`src/rtl/led_seq_pkg.sv`:
```
// LED sequencer shared definitions: FSM state encoding, LED mode codes,
// and the step-to-LED pattern mapping.
package led_seq_pkg;

    typedef enum logic [1:0] {
        ST_IDLE  = 2'd0,
        ST_RUN   = 2'd1,
        ST_PAUSE = 2'd2
    } state_t;

    localparam logic [1:0] MODE_BINARY = 2'd0;
    localparam logic [1:0] MODE_ANDOR  = 2'd1;
    localparam logic [1:0] MODE_WALK   = 2'd2;
    localparam logic [1:0] MODE_BLINK  = 2'd3;

    // LED drive for a given pattern mode and step counter value.
    function automatic logic [1:0] led_pattern(input logic [1:0] m, input logic [1:0] s);
        logic [1:0] p;
        case (m)
            MODE_BINARY: p = s;
            MODE_ANDOR:  p = {s[1] & s[0], s[1] | s[0]};
            MODE_WALK:   p = s[0] ? 2'b10 : 2'b01;
            default:     p = s[0] ? 2'b11 : 2'b00;
        endcase
        return p;
    endfunction

endpackage

```
`src/rtl/led_prescaler.sv`:
```
// Free-running prescaler with a selectable-length terminal compare.
// tick fires while enabled when the low DIV_BASE+div bits are all ones,
// so the first tick lands 2^(DIV_BASE+div) enabled cycles after a clear.
module led_prescaler #(
    parameter int CNT_W    = 28,
    parameter int DIV_BASE = 24
) (
    input  logic       clk,
    input  logic       rst,
    input  logic       clr,
    input  logic       en,
    input  logic [1:0] div,
    output logic       tick
);

    logic [CNT_W-1:0] cnt;
    logic [CNT_W-1:0] mask;

    // Counter: clear has priority, otherwise count while enabled, hold otherwise.
    always_ff @(posedge clk or posedge rst) begin
        if (rst) begin
            cnt <= '0;
        end else if (clr) begin
            cnt <= '0;
        end else if (en) begin
            cnt <= cnt + {{(CNT_W-1){1'b0}}, 1'b1};
        end
    end

    // Compare mask covering the low DIV_BASE+div bits.
    always_comb begin
        mask = '0;
        for (int i = 0; i < CNT_W; i++) begin
            mask[i] = (i < (DIV_BASE + int'(div)));
        end
    end

    assign tick = en && ((cnt & mask) == mask);

endmodule

```
`src/rtl/led_seq_ctrl.sv`:
```
// LED sequencer controller: IDLE/RUN/PAUSE FSM driving a prescaled 2-bit
// step counter that is mapped onto two LEDs by a latched pattern mode.
// Optional feature macro: LED_SEQ_PAUSE_EN (PAUSE state and pause input).
// Without it, pause is ignored and the FSM only uses IDLE and RUN.
module led_seq_ctrl
    import led_seq_pkg::*;
#(
    parameter int CNT_W    = 28,
    parameter int DIV_BASE = 24
) (
    input  logic       clk,
    input  logic       rst,
    input  logic       start,
    input  logic       pause,
    input  logic       stop,
    input  logic [1:0] div_sel,
    input  logic [1:0] mode,
    output logic [1:0] leds,
    output logic       tick,
    output logic       busy
);

    generate
        if (DIV_BASE + 3 > CNT_W) begin : g_bad_cfg
            $error("led_seq_ctrl: DIV_BASE+3 must not exceed CNT_W");
        end
    endgenerate

    state_t     state;
    state_t     state_nxt;
    logic [1:0] div_q;
    logic [1:0] mode_q;
    logic [1:0] step;
    logic       pause_cmd;
    logic       clr;
    logic       run;

`ifdef LED_SEQ_PAUSE_EN
    assign pause_cmd = pause;
`else
    logic unused_pause;
    assign unused_pause = pause;
    assign pause_cmd    = 1'b0;
`endif

    // State register.
    always_ff @(posedge clk or posedge rst) begin
        if (rst) begin
            state <= ST_IDLE;
        end else begin
            state <= state_nxt;
        end
    end

    // Next state with command priority stop > pause > start.
    always_comb begin
        state_nxt = state;
        case (state)
            ST_IDLE: begin
                if (!stop && !pause_cmd && start) begin
                    state_nxt = ST_RUN;
                end
            end
            ST_RUN: begin
                if (stop) begin
                    state_nxt = ST_IDLE;
                end else if (pause_cmd) begin
                    state_nxt = ST_PAUSE;
                end
            end
`ifdef LED_SEQ_PAUSE_EN
            ST_PAUSE: begin
                if (stop) begin
                    state_nxt = ST_IDLE;
                end else if (start && !pause) begin
                    state_nxt = ST_RUN;
                end
            end
`endif
            default: state_nxt = ST_IDLE;
        endcase
    end

    // Any path into IDLE (including stop on a tick cycle) clears the counters.
    assign clr = (state_nxt == ST_IDLE);
    assign run = (state == ST_RUN);

    led_prescaler #(
        .CNT_W    (CNT_W),
        .DIV_BASE (DIV_BASE)
    ) u_prescaler (
        .clk  (clk),
        .rst  (rst),
        .clr  (clr),
        .en   (run),
        .div  (div_q),
        .tick (tick)
    );

    // Capture run configuration on IDLE -> RUN only.
    always_ff @(posedge clk or posedge rst) begin
        if (rst) begin
            div_q  <= 2'd0;
            mode_q <= 2'd0;
        end else if (state == ST_IDLE && state_nxt == ST_RUN) begin
            div_q  <= div_sel;
            mode_q <= mode;
        end
    end

    // Step counter advances after each tick and wraps naturally at 2 bits.
    always_ff @(posedge clk or posedge rst) begin
        if (rst) begin
            step <= 2'd0;
        end else if (clr) begin
            step <= 2'd0;
        end else if (tick) begin
            step <= step + 2'd1;
        end
    end

    // LED drive: dark in IDLE, otherwise the latched pattern of the step.
    always_comb begin
        leds = 2'b00;
        if (state != ST_IDLE) begin
            leds = led_pattern(mode_q, step);
        end
    end

    assign busy = (state != ST_IDLE);

endmodule

```
`config.mk`:
```
export PLATFORM = sky130hd
export DESIGN_NAME = led_seq_ctrl
export DESIGN_NICKNAME = d
export VERILOG_FILES = /design/src/rtl/led_seq_pkg.sv /design/src/rtl/led_prescaler.sv /design/src/rtl/led_seq_ctrl.sv
export SDC_FILE = /design/constraint.sdc
export NUM_CORES = 1
export LEC_CHECK = 0
export ABC_AREA = 1
export BUFFER_PORTS_ARGS = -buffer_cell sky130_fd_sc_hd__buf_4
export CAP_MARGIN = 20
export CORE_UTILIZATION = 60
export CTS_CLUSTER_DIAMETER = 200
export DETAILED_ROUTE_END_ITERATION = 10
export GPL_TIMING_DRIVEN = 0
export PLACE_DENSITY_LB_ADDON = 0.08
export SLEW_MARGIN = 20
export SYNTH_ARGS = -nofsm -noshare
export SYNTH_HDL_FRONTEND = slang
export SYNTH_SLANG_ARGS = --single-unit
```
`constraint.sdc`:
```
create_clock -name clk -period 1.5 [get_ports clk]
set_input_delay 0.075 -clock clk [delete_from_list [all_inputs] [get_ports clk]]
set_output_delay 0.075 -clock clk [all_outputs]
set_load 0.005 [all_outputs]
```
Yosys cells after proc, flatten, opt, wreduce, memory -nomap -nowiden

Index checks and enable logic that the tools add are counted.

Word-level logic and storage cells: 65
Register bits: 36
Input port bits: 9
Memory bits (read-only): 0
RAM bits: 0
Latch bits: 0
Memories kept: 0

Multiply operators: 0
Shift-type cells: 0
Magnitude comparators: 28
Div/mod/pow operators: 0
Eq/ne operators: 5
Mux-type cells: 11
$add $sub $neg: 3
Bitwise gates (word level): 3
Reduce and logical (&&, ||, !) cells: 10

Operators with widths:

| kind                  | count |
|---|---|
| $lt 6x32->1 const A   | 12 |
| $lt 5x32->1 const A   | 8 |
| $lt 4x32->1 const A   | 4 |
| $lt 3x32->1 const A   | 2 |
| $mux 28               | 2 |
| $lt 1x32->1 const A   | 1 |
| $lt 2x32->1 const A   | 1 |
| $add 28x1->28 const B | 1 |
| $and 28x28->28        | 1 |
| $eq 28x28->1          | 1 |
| $mux 2                | 7 |
| $add 5x2->6 const A   | 1 |
| $eq 2x1->1 const B    | 3 |
| $logic_not 2->1       | 3 |
| $pmux 2 s3            | 1 |
| $reduce_bool 2->1     | 3 |
| $pmux 2 s2            | 1 |
| $logic_and 1x1->1     | 3 |
| $add 2x1->2 const B   | 1 |
| $eq 2x2->1 const B    | 1 |
| $and 1x1->1           | 1 |
| $logic_not 1->1       | 1 |
| $or 1x1->1            | 1 |

Logic depth before layout (Yosys ltp)

Gate-level depths: netlist (run 1).

Word-level depth: 7
Mapped depth: 9

By module

A second synthesis (run 1) with hierarchy kept.

Cells, all modules: 293
Area total of the unflattened synthesis: 2,097.0 µm²

Modules (own cells, without submodules):

| module        | cells each | area an instance (µm²) | times used | sequential area each (µm²) |
|---|---|---|---|---|
| led_prescaler | 235        | 1,636.6                | 1          | 675.6 |
| led_seq_ctrl  | 58         | 460.4                  | 1          | 200.2 |

Least setup slack after synthesis (run 1)

Ideal clock, no wire load.

Path type: register to register
Start point: reg u_prescaler.cnt[0]
End point: reg step[0]
Required time: 1.383 ns
Library setup time: 0.117 ns
Stages on the path, launching flop included: 9
Data arrival time: 1.191 ns
Slack: 0.193 ns
Buffers on the path: 0
Clock period less this slack: 1.307 ns
Cell sequence: dfrtp_1 ha_1 nand2_2 nor2_8 nand2_4 nor2_4 nand3_2 nand3_1 nand2_1

Word-level cells in the longest chain between the ends: 4

Ends and longest elaborated chain:

| what                        | RTL line            | text |
|---|---|---|
| start: declaration          | led_prescaler.sv:16 | `logic [CNT_W-1:0] cnt;` |
| start signal: assignment    | led_prescaler.sv:26 | `cnt <= cnt + {{(CNT_W-1){1'b0}}, 1'b1};` |
| $and 28x28->28              | led_prescaler.sv:38 | `assign tick = en && ((cnt & mask) == mask);` |
| $eq 28x28->1                | led_prescaler.sv:38 |  |
| $logic_and 1x1->1           | led_prescaler.sv:38 |  |
| $reduce_bool 2->1 (no line) | n/a                 |  |
| end signal: assignment      | led_seq_ctrl.sv:118 | `step <= step + 2'd1;` |
| end: declaration            | led_seq_ctrl.sv:33  | `logic [1:0] step;` |

Every way passes these cells.
A chain may end at the register's enable or synchronous reset.

Worst setup path after layout (run 1)

Start point: reg u_prescaler.cnt[0]
End point: out tick

Word-level cells in the longest chain between the ends: 3

Ends and longest elaborated chain:

| what              | RTL line            | text |
|---|---|---|
| $and 28x28->28    | led_prescaler.sv:38 |  |
| $eq 28x28->1      | led_prescaler.sv:38 |  |
| $logic_and 1x1->1 | led_prescaler.sv:38 |  |
| end: declaration  | led_seq_ctrl.sv:19  | `output logic tick,` |

Every way passes these cells.

==> metrics.txt, run 1 <==
status=complete, but fails checks; violations in the final reports=setup timing; Final Hold Fails=0; Antenna Cells=0; Pins Over Slew Limit=0; P_leak=1.175 nW; routed vias=2,095; I/O pins=13; vias in the first global route=1,793; Final Cycle Share=112.9%; drt wl/cell=14.63 um; Flop pwr share=55.7%; FF+latch count, synth=35; CP max-delay cell=dfrtp_1; final wirelength=5.633 mm; final setup fails=9; top_reg_cell synth=dfrtp_1; pre-CTS setup slack=-0.02160 ns; Via-to-Cell Ratio=5.442; htree depth=2; layout cells sized above 1=28.32%; total CTS buffers=5; post-route ant nets=0; CP dominant cell by count=nand2_4; Sw Share=29.11%; Setup WS post-layout=-0.1931 ns; CTS tree=yes; die height=61.58 um; Longest Clk Path Bufs=2; kind of end point of the critical path=output pin; Cell Int Power=0.001271 W; EDFF count, synth=0; Max Fanout on Critical Path=4; RSZ-0062 raised after global routing=true; Setup crit start kind=register; Synth Cell Area=2130 um^2; reg2reg start=u_prescaler.cnt[0]$_DFFE_PP0P_; Critical path origin=u_prescaler.cnt[0]$_DFFE_PP0P_; CP required=1.42 ns; worst path cell trace=ha_4, nand2_4, nor2_8, nand2_4, nor2_4, nand3_4, inv_2, buf_6; Worst Reg2Reg Path Length in Cells=10; Core Util, Final=79.80%; DIE WIDTH=61.58 um; Worst R2R End=u_prescaler.cnt[16]$_DFFE_PP0P_; family with the most delay on the worst path=simple AND/OR/NAND/NOR gates; first-pass GRT wire length=7.893 mm; DRC violations left=0; commonest non-fill, non-tap cell in the layout=nand2_1; std cell rows=21; critical path capture point=tick; NetSw=0.0005221 W; latest clock arrival within the worst-skew pair=0.35 ns; max cap viols=0; Fillers=234; Distinct cells, synth=31; Reg clk slew, reported paths=0.11 ns; antenna violations before repair=0; Clk network pwr share=28.2%; grt ovf=0; Max stage delay on crit path=0.44 ns; VDD IR max=0.4946 mV; Cell Area, Placed=2270 um^2; Power Dens Cells=668.2 nW/um^2; initial core utilization=63.32%; CP arrival=1.62 ns; worst slew margin relative to its limit=50.47%; Setup Skew=0.01321 ns; 1st-iter DRT viols=207; First-pass DRT Iterations=4; Layout area overhead=26.03%; CTS sink cnt=35; Worst Path Buf+Inv=2; hold crit path type=primary input to register; critical path class=register to output pin; Post-layout nets=350; Tot Pwr=0.001793 W; dpl hpwl=3.244 mm; fin area=2684 um^2; IO Port Bufs=11; Synth Instances=295; hold path depth=4; Mean Syn Cell Area=7.219 um^2; Post-Syn Nets=307; setup TNS=-0.4213 ns; instance count on the critical path=8; sequential share of the synthesized area=41.13%; core area=3363 um^2; Tightest Pin Transition=0.7419 ns; fmax=0.5906 GHz; Period minus WS final=1.693 ns; most frequent cells in the layout=nand2_1, nor2_1, dfrtp_1, buf_4, inv_1; largest net degree at the start of global routing=36; global placement routability congestion=0.8988; cell at the root of the clock tree=clkbuf_4; reg-to-reg slack, setup=-0.06 ns; Comb pwr share=16.1%; die area=3791 um^2; Async SR Flop Fraction=100.0%; Syn. warnings=0; gr usage total=29.28%
==> worst reg2reg max path: cells and delay by family, from the launching register on <==
kind          cells  cell delay (ns)
simple gates      7             0.59
flops             1             0.44
buf+inv           2             0.28
fa+ha+maj         1             0.18
==> metal layers <==
layer / global-route usage, % / routed length [um] / vias to the layer above / part of all wire (%)
met5: 0 / 0 / - / 0
met4: 10.16 / 119 / 0 / 2.1
met3: 6.723 / 348 / 14 / 6.2
met2: 47.31 / 2788 / 76 / 49
met1: 38.70 / 2378 / 981 / 42
li1: - / - / 1024 / -
==> kinds of logic (layout without fill, tap and decap cells) <==
group,Yosys count,count (layout),synth area share (%)
DFF,35,35,41.13
AOI/OAI and AO/OA,34,34,8.637
buffers and inverters,41,85,7.814
adders and majority gates,3,3,1.763
other,1,1,0.1761
and+or+nand+nor,181,181,40.48
==> worst min path at each step <==
stage,to,start
2_1_floorplan,div_q[0]$_DFFE_PP0P_,div_sel[0]
3_3_place_gp,div_q[1]$_DFFE_PP0P_,div_sel[1]
3_5_place_dp,step[0]$_DFFE_PP0P_,rst
4_1_cts,u_prescaler.cnt[0]$_DFFE_PP0P_,stop
5_1_grt,u_prescaler.cnt[0]$_DFFE_PP0P_,stop
6_report,u_prescaler.cnt[0]$_DFFE_PP0P_,stop
==> what timing repair did <==
action | 4_1_cts | 5_1_grt
gates cloned | 0 | 0
pin swaps | 7 | 16
setup buffers | 11 | 11
hold buffers | 5 | 0
gates resized for setup | 20 | 25
setup endpoints to repair | 5 | 18
endpoints found under the hold margin | 39 | 0
==> power groups by stage <==
| stage | combinational [W] | clock (W) | sequential, W |
|---|---|---|---|
| finish | 0.000289 | 0.000505 | 0.000999 |
| global route | 0.000316 | 0.000556 | 0.00100 |
| CTS | 0.000230 | 0.000513 | 0.000995 |
| detailed placement | 0.000183 | 0 | 0.00101 |
| global placement | 0.000179 | 0 | 0.00101 |
| floorplan | 0.000121 | 0 | 0.00101 |
==> through the flow <==
| stage | instances | hold WS, ns |
|---|---|---|
| 4_1_cts | 376 | 0.001649 |
| 6_report | 385 | 0.001247 |
| 3_5_place_dp | 352 | 0.2610 |
| 5_1_grt | 385 | 0.001417 |
| 2_1_floorplan | 295 | 0.1846 |
| 3_3_place_gp | 352 | 0.2747 |
==> registers in the layout, indices dropped and copies added (netlist names) <==
register,flops
mode_q,2
state,2
div_q,2
u_prescaler.cnt,27
step,2
==> cell type report <==
class | count | area, um^2 | area share (%)
multi-input cells | 219 | 1231 | 45.87
flip-flops and latches | 35 | 877.1 | 32.68
inverters | 37 | 138.9 | 5.175
repair buffers | 36 | 301.5 | 11.24
clock inverters | 1 | 5.005 | 0.1865
clock buffers | 7 | 45.04 | 1.678
plain buffers | 4 | 27.53 | 1.026
well taps | 46 | 57.56 | 2.145
==> Yosys cell counts, types with 2 or more instances <==
| cell | count | area share [%] |
|---|---|---|
| buf_4 | 3 | 1.1 |
| inv_1 | 31 | 5.5 |
| nand4_1 | 5 | 1.5 |
| nand3_1 | 21 | 4.9 |
| o21ai_1 | 2 | 0.47 |
| nor2_1 | 50 | 8.8 |
| a21oi_1 | 14 | 3.3 |
| nor2_2 | 5 | 1.5 |
| nand2_1 | 74 | 13 |
| dfrtp_1 | 35 | 41 |
| nand2_4 | 2 | 1.1 |
| nor2_4 | 6 | 3.2 |
| ha_1 | 3 | 1.8 |
| inv_2 | 6 | 1.1 |
| nand2_2 | 3 | 0.88 |
| nor3_1 | 7 | 1.6 |
| a211oi_1 | 2 | 0.70 |
| o21ai_0 | 13 | 3.1 |
Note: power is estimated with default switching activity, not from simulation.
==> run 2: changes to the inputs <==
- MAX_ROUTING_LAYER: not set -> met4
- REMOVE_ABC_BUFFERS: not set -> 1
==> metrics.txt, run 2 (synthesis results as in run 1) <==
busiest grt layer=met2 (unchanged); violations in the final reports=setup timing (unchanged); critical path capture point=tick (unchanged); latest clock arrival within the worst-skew pair=0.35 ns (about the same); layout cells sized above 1=29.67% (was 28.32%); core area=3363 um^2 (unchanged); dpl hpwl=3.026 mm (was 3.244 mm); CP max-delay cell=dfrtp_1 (unchanged); Worst Path Buf+Inv=2 (unchanged); largest net degree at the start of global routing=36 (unchanged); CP required=1.42 ns (about the same); IO Port Bufs=11 (unchanged); Largest Register=u_prescaler.cnt (unchanged); gr usage total=28.12% (was 29.28%); initial core utilization=63.32% (unchanged); Longest Clk Path Bufs=2 (unchanged); cell at the root of the clock tree=clkbuf_4 (unchanged); first-pass GRT wire length=7.334 mm (was 7.893 mm); 1st-iter DRT viols=301 (was 207); worst slew margin relative to its limit=52.68% (was 50.47%); final setup fails=5 (was 9); Tightest Pin Transition=0.7087 ns (was 0.7419 ns); max FFs per register=27 (unchanged); DIE WIDTH=61.58 um (unchanged); instance count on the critical path=7 (was 8); Max Fanout on Critical Path=4 (unchanged); commonest non-fill, non-tap cell in the layout=nand2_1 (unchanged); I/O pins=13 (unchanged); antenna violations before repair=0 (unchanged); Pins Over Slew Limit=0 (unchanged); max cap viols=0 (unchanged); vias in the first global route=1,672 (was 1,793); Final Hold Fails=0 (unchanged); CTS tree=yes (unchanged); reg2reg start=state[0]$_DFF_PP0_ (was u_prescaler.cnt[0]$_DFFE_PP0P_); RSZ-0062 raised after global routing=true (unchanged); pre-CTS setup slack=-0.1510 ns (was -0.02160 ns); DRC violations left=0 (unchanged); die height=61.58 um (unchanged); GR Util met1=35.51% (was 38.70%); status=complete, but fails checks (unchanged); std cell rows=21 (unchanged); Max stage delay on crit path=0.44 ns (about the same); htree depth=2 (unchanged); Core Util, Final=81.06% (was 79.80%); kind of end point of the critical path=output pin (unchanged); Setup crit start kind=register (unchanged); P_leak=1.165 nW (was 1.175 nW); Final Cycle Share=110.1% (was 112.9%); M3 GR Usage=5.882% (was 6.723%); Layout area overhead=28.03% (was 26.03%); Reg clk slew, reported paths=0.11 ns (about the same); Setup WS post-layout=-0.1519 ns (was -0.1931 ns); Period minus WS final=1.652 ns (was 1.693 ns); final wirelength=5.769 mm (was 5.633 mm); reg-to-reg slack, setup=-0.01 ns (was -0.06 ns); Worst R2R End=u_prescaler.cnt[9]$_DFFE_PP0P_ (was u_prescaler.cnt[16]$_DFFE_PP0P_); Setup Skew=0.01257 ns (was 0.01321 ns); global placement routability congestion=0.8493 (was 0.8988); CP arrival=1.58 ns (was 1.62 ns); First-pass DRT Iterations=6 (was 4); fmax=0.6054 GHz (was 0.5906 GHz); family with the most delay on the worst path=simple AND/OR/NAND/NOR gates (unchanged); Antenna Cells=0 (unchanged); drt wl/cell=15.06 um (was 14.63 um); CTS sink cnt=35 (unchanged); most frequent cells in the layout=nand2_1, nor2_1, dfrtp_1, buf_4, inv_1 (unchanged); Power Dens Cells=674.2 nW/um^2 (was 668.2 nW/um^2); setup TNS=-0.2143 ns (was -0.4213 ns); Finished Layout Cells=383 (was 385); Via-to-Cell Ratio=5.582 (was 5.442); Fillers=197 (was 234); total CTS buffers=5 (unchanged); grt ovf=0 (unchanged); routed vias=2,138 (was 2,095); hold crit path type=primary input to register (unchanged); Critical path origin=u_prescaler.cnt[20]$_DFFE_PP0P_ (was u_prescaler.cnt[0]$_DFFE_PP0P_); post-route ant nets=0 (unchanged); Post-Place Cells=349 (was 352); worst path cell trace=nand2_1, nor2_4, nand2_1, nor2_4, nand3_2, inv_2, buf_6 (was ha_4, nand2_4, nor2_8, nand2_4, nor2_4, nand3_4, inv_2, buf_6); critical path class=register to output pin (unchanged); Post-layout nets=349 (was 350); die area=3791 um^2 (unchanged); Worst Reg2Reg Path Length in Cells=7 (was 10); VDD IR max=0.5707 mV (was 0.4946 mV); met2 Use GR=44.24% (was 47.31%)
==> run 2: power by group <==
part           internal (W)  total, W  switching [W]
combinational      0.000118  0.000283       0.000164
sequential         0.000971   0.00101      0.0000389
clock              0.000217  0.000545       0.000328
total               0.00131   0.00184       0.000532
==> run 2: worst reg2reg max path, cell delays in order (launching register included) <==
cell and delay, ns:
dfrtp_1 0.42, inv_1 0.07, nand2_1 0.15, nand2_1 0.15
nor2_4 0.20, buf_8 0.20, o21ai_1 0.11, a2bb2oi_1 0.13
==> run 2: routing by layer <==
layer	wire (um)	part of all wire, %
met2	2791	48
met4	243	4.2
met3	317	5.5
met5	0	0
met1	2415	42
==> run 2: final cells by class <==
cell class,count,area [um^2],area share (%)
Inverter,37,143.9,5.278
Tap cell,46,57.56,2.111
Clock buffer,6,51.30,1.882
Clock inverter,1,5.005,0.1836
Timing Repair Buffer,39,320.3,11.75
Sequential cell,35,879.6,32.26
Multi-Input combinational cell,219,1269,46.54
==> run 2: worst min-delay path by stage <==
stage / start / endpoint / slack [ns] / cells after the start
6_report: stop / u_prescaler.cnt[0]$_DFFE_PP0P_ / 0.15 / 4
5_1_grt: stop / u_prescaler.cnt[0]$_DFFE_PP0P_ / 0.14 / 4
4_1_cts: stop / u_prescaler.cnt[0]$_DFFE_PP0P_ / 0.06 / 4
3_5_place_dp: rst / step[0]$_DFFE_PP0P_ / 0.25 / 2
3_3_place_gp: div_sel[1] / div_q[1]$_DFFE_PP0P_ / 0.27 / 3
2_1_floorplan: div_sel[0] / div_q[0]$_DFFE_PP0P_ / 0.18 / 2
==> run 2: metrics by stage <==
step           area, um^2  hold WS [ns]  total power, W
2_1_floorplan        2102        0.1846        0.001121
3_3_place_gp         2242        0.2738        0.001182
3_5_place_dp         2260        0.2500        0.001190
4_1_cts              2501       0.06327        0.001753
5_1_grt              2726        0.1444        0.001910
6_report             2726        0.1527        0.001838
==> run 2: what timing repair did <==
item / in CTS / in global routing
gates cloned: 0 / 0
endpoints found under the hold margin: 39 / 0
gates resized for setup: 17 / 33
hold buffers: 5 / 0
setup buffers: 10 / 13
endpoints found under the setup margin: 11 / 23
pin swaps: 10 / 11
==> run 3: changes to the inputs <==
- CAP_MARGIN: 20 -> not set
- SKIP_LAST_GASP: not set -> 1
==> metrics.txt, run 3 (synthesis results as in run 1) <==
grt ovf=0 (unchanged); NetSw=0.0005182 W (was 0.0005316 W); kind of end point of the critical path=output pin (unchanged); RSZ-0062 raised after global routing=true (unchanged); commonest non-fill, non-tap cell in the layout=nand2_1 (unchanged); initial core utilization=63.32% (unchanged); Cell Int Power=0.001318 W (was 0.001306 W); Largest Register=u_prescaler.cnt (unchanged); VDD IR max=0.5887 mV (was 0.5707 mV); P_leak=1.177 nW (was 1.165 nW); die height=61.58 um (unchanged); Period minus WS final=1.642 ns (was 1.652 ns); post-route ant nets=0 (unchanged); fin area=2731 um^2 (was 2726 um^2); Clk network pwr share=28.7% (was 29.7%); I/O pins=13 (unchanged); dpl hpwl=3.026 mm (unchanged); final setup fails=8 (was 5); Power Dens Cells=672.4 nW/um^2 (was 674.2 nW/um^2); max cap viols=0 (unchanged); hold crit path type=primary input to register (unchanged); violations in the final reports=setup timing (unchanged); critical path class=register to output pin (unchanged); Layout area overhead=28.26% (was 28.03%); Via-to-Cell Ratio=5.527 (was 5.582); Sw Share=28.22% (was 28.92%); most frequent cells in the layout=nand2_1, nor2_1, dfrtp_1, buf_4, inv_1 (unchanged); First-pass DRT Iterations=4 (was 6); CTS sink cnt=35 (unchanged); fmax=0.6091 GHz (was 0.6054 GHz); final hold slack=0.1262 ns (was 0.1527 ns); final wirelength=5.835 mm (was 5.769 mm); DIE WIDTH=61.58 um (unchanged); Final Cycle Share=109.5% (was 110.1%); CP arrival=1.57 ns (was 1.58 ns); largest net degree at the start of global routing=36 (unchanged); vias in the first global route=1,677 (was 1,672); Setup WS post-layout=-0.1419 ns (was -0.1519 ns); Antenna Cells=0 (unchanged); layout cells sized above 1=29.79% (was 29.67%); CP required=1.42 ns (about the same); Cell Area, Placed=2260 um^2 (unchanged); global placement routability congestion=0.8493 (unchanged); htree depth=2 (unchanged); Setup crit start kind=register (unchanged); CTS tree=yes (unchanged); latest clock arrival within the worst-skew pair=0.34 ns (was 0.35 ns); status=complete, but fails checks (unchanged); Reg clk slew, reported paths=0.10 ns (was 0.11 ns); Setup Skew=0.003189 ns (was 0.01257 ns); setup TNS=-0.2854 ns (was -0.2143 ns); Core Util, Final=81.21% (was 81.06%); total CTS buffers=5 (unchanged); DRC violations left=0 (unchanged); Longest Clk Path Bufs=2 (unchanged); Flop pwr share=54.6% (was 55.0%); std cell rows=21 (unchanged); Post-layout nets=351 (was 349); first-pass GRT wire length=7.327 mm (was 7.334 mm); Comb pwr share=16.7% (was 15.4%); drt wl/cell=15.16 um (was 15.06 um); Final Hold Fails=0 (unchanged); Tightest Pin Transition=0.7508 ns (was 0.7087 ns); Fillers=203 (was 197); gr usage total=28.02% (was 28.12%); core area=3363 um^2 (unchanged); antenna violations before repair=0 (unchanged); die area=3791 um^2 (unchanged); IO Port Bufs=11 (unchanged); max FFs per register=27 (unchanged); Pins Over Slew Limit=0 (unchanged); routed vias=2,128 (was 2,138); cell at the root of the clock tree=clkbuf_4 (unchanged); Max Fanout on Critical Path=3 (was 4); worst slew margin relative to its limit=49.88% (was 52.68%); 1st-iter DRT viols=141 (was 301)
-- run 3: metal layers --
metal | wire [um] | global-route usage (%) | part of all wire [%] | vias up
li1 | - | - | - | 1040
met1 | 2381 | 35.51 | 41 | 980
met2 | 2879 | 43.78 | 49 | 91
met3 | 383 | 5.882 | 6.6 | 17
met4 | 191 | 11.11 | 3.3 | 0
met5 | 0 | - | 0 | -
-- run 3: area by class of cell --
class	count	area, um^2	area share [%]
inverters	37	141.4	5.176
flip-flops and latches	35	878.3	32.16
clock buffers	6	51.30	1.878
clock inverters	1	5.005	0.1832
multi-input cells	219	1259	46.08
well taps	46	57.56	2.107
repair buffers	41	339.1	12.41
-- run 3: power by group through the flow --
| stage | combinational, W | clock [W] | sequential (W) |
|---|---|---|---|
| 6_report | 0.000308 | 0.000526 | 0.00100 |
| 5_1_grt | 0.000334 | 0.000584 | 0.00101 |
| 4_1_cts | 0.000210 | 0.000547 | 0.000994 |
| 3_5_place_dp | 0.000178 | 0 | 0.00101 |
| 3_3_place_gp | 0.000170 | 0 | 0.00101 |
| 2_1_floorplan | 0.000115 | 0 | 0.00101 |
-- run 3: critical path: stages (launching register included) --
cell and delay, ns:
dfrtp_1 0.43, ha_4 0.17, nand2_4 0.07, nor2_8 0.11, nand2_4 0.07, nor2_4 0.11, nand3_2 0.10, inv_2 0.07
buf_6 0.09
-- run 3: stage by stage --
step | power [W] | setup slack [ns] | std cells
after global placement | 0.001182 | -0.9881 | 348
final | 0.001837 | -0.1419 | 385
after CTS | 0.001751 | -0.1254 | 371
after detailed placement | 0.001190 | -0.1510 | 349
after floorplan | 0.001121 | -0.3324 | 291
after global routing | 0.001924 | -0.2672 | 385
-- run 3: path summary, 6_finish.rpt --
| check | start | to | slack (ns) | cells past startpoint |
|---|---|---|---|---|
| min | stop | u_prescaler.cnt[0]$_DFFE_PP0P_ | 0.13 | 4 |
| min in group asynchronous | rst | step[0]$_DFFE_PP0P_ | 0.43 | 3 |
| max | u_prescaler.cnt[0]$_DFFE_PP0P_ | tick | -0.14 | 8 |
| max in group asynchronous | rst | state[1]$_DFF_PP0_ | 0.54 | 3 |
| min reg2reg | u_prescaler.cnt[3]$_DFFE_PP0P_ | u_prescaler.cnt[3]$_DFFE_PP0P_ | 0.56 | 1 |
| max reg2reg | u_prescaler.cnt[0]$_DFFE_PP0P_ | u_prescaler.cnt[10]$_DFFE_PP0P_ | -0.05 | 7 |
-- run 3: what timing repair did --
action                                 CTS  global route
setup endpoints to repair               11            24
endpoints found under the hold margin   39             0
resized for setup                       13            36
buffers inserted                        10            16
hold buffers                             5             0
pin swaps                                8            13
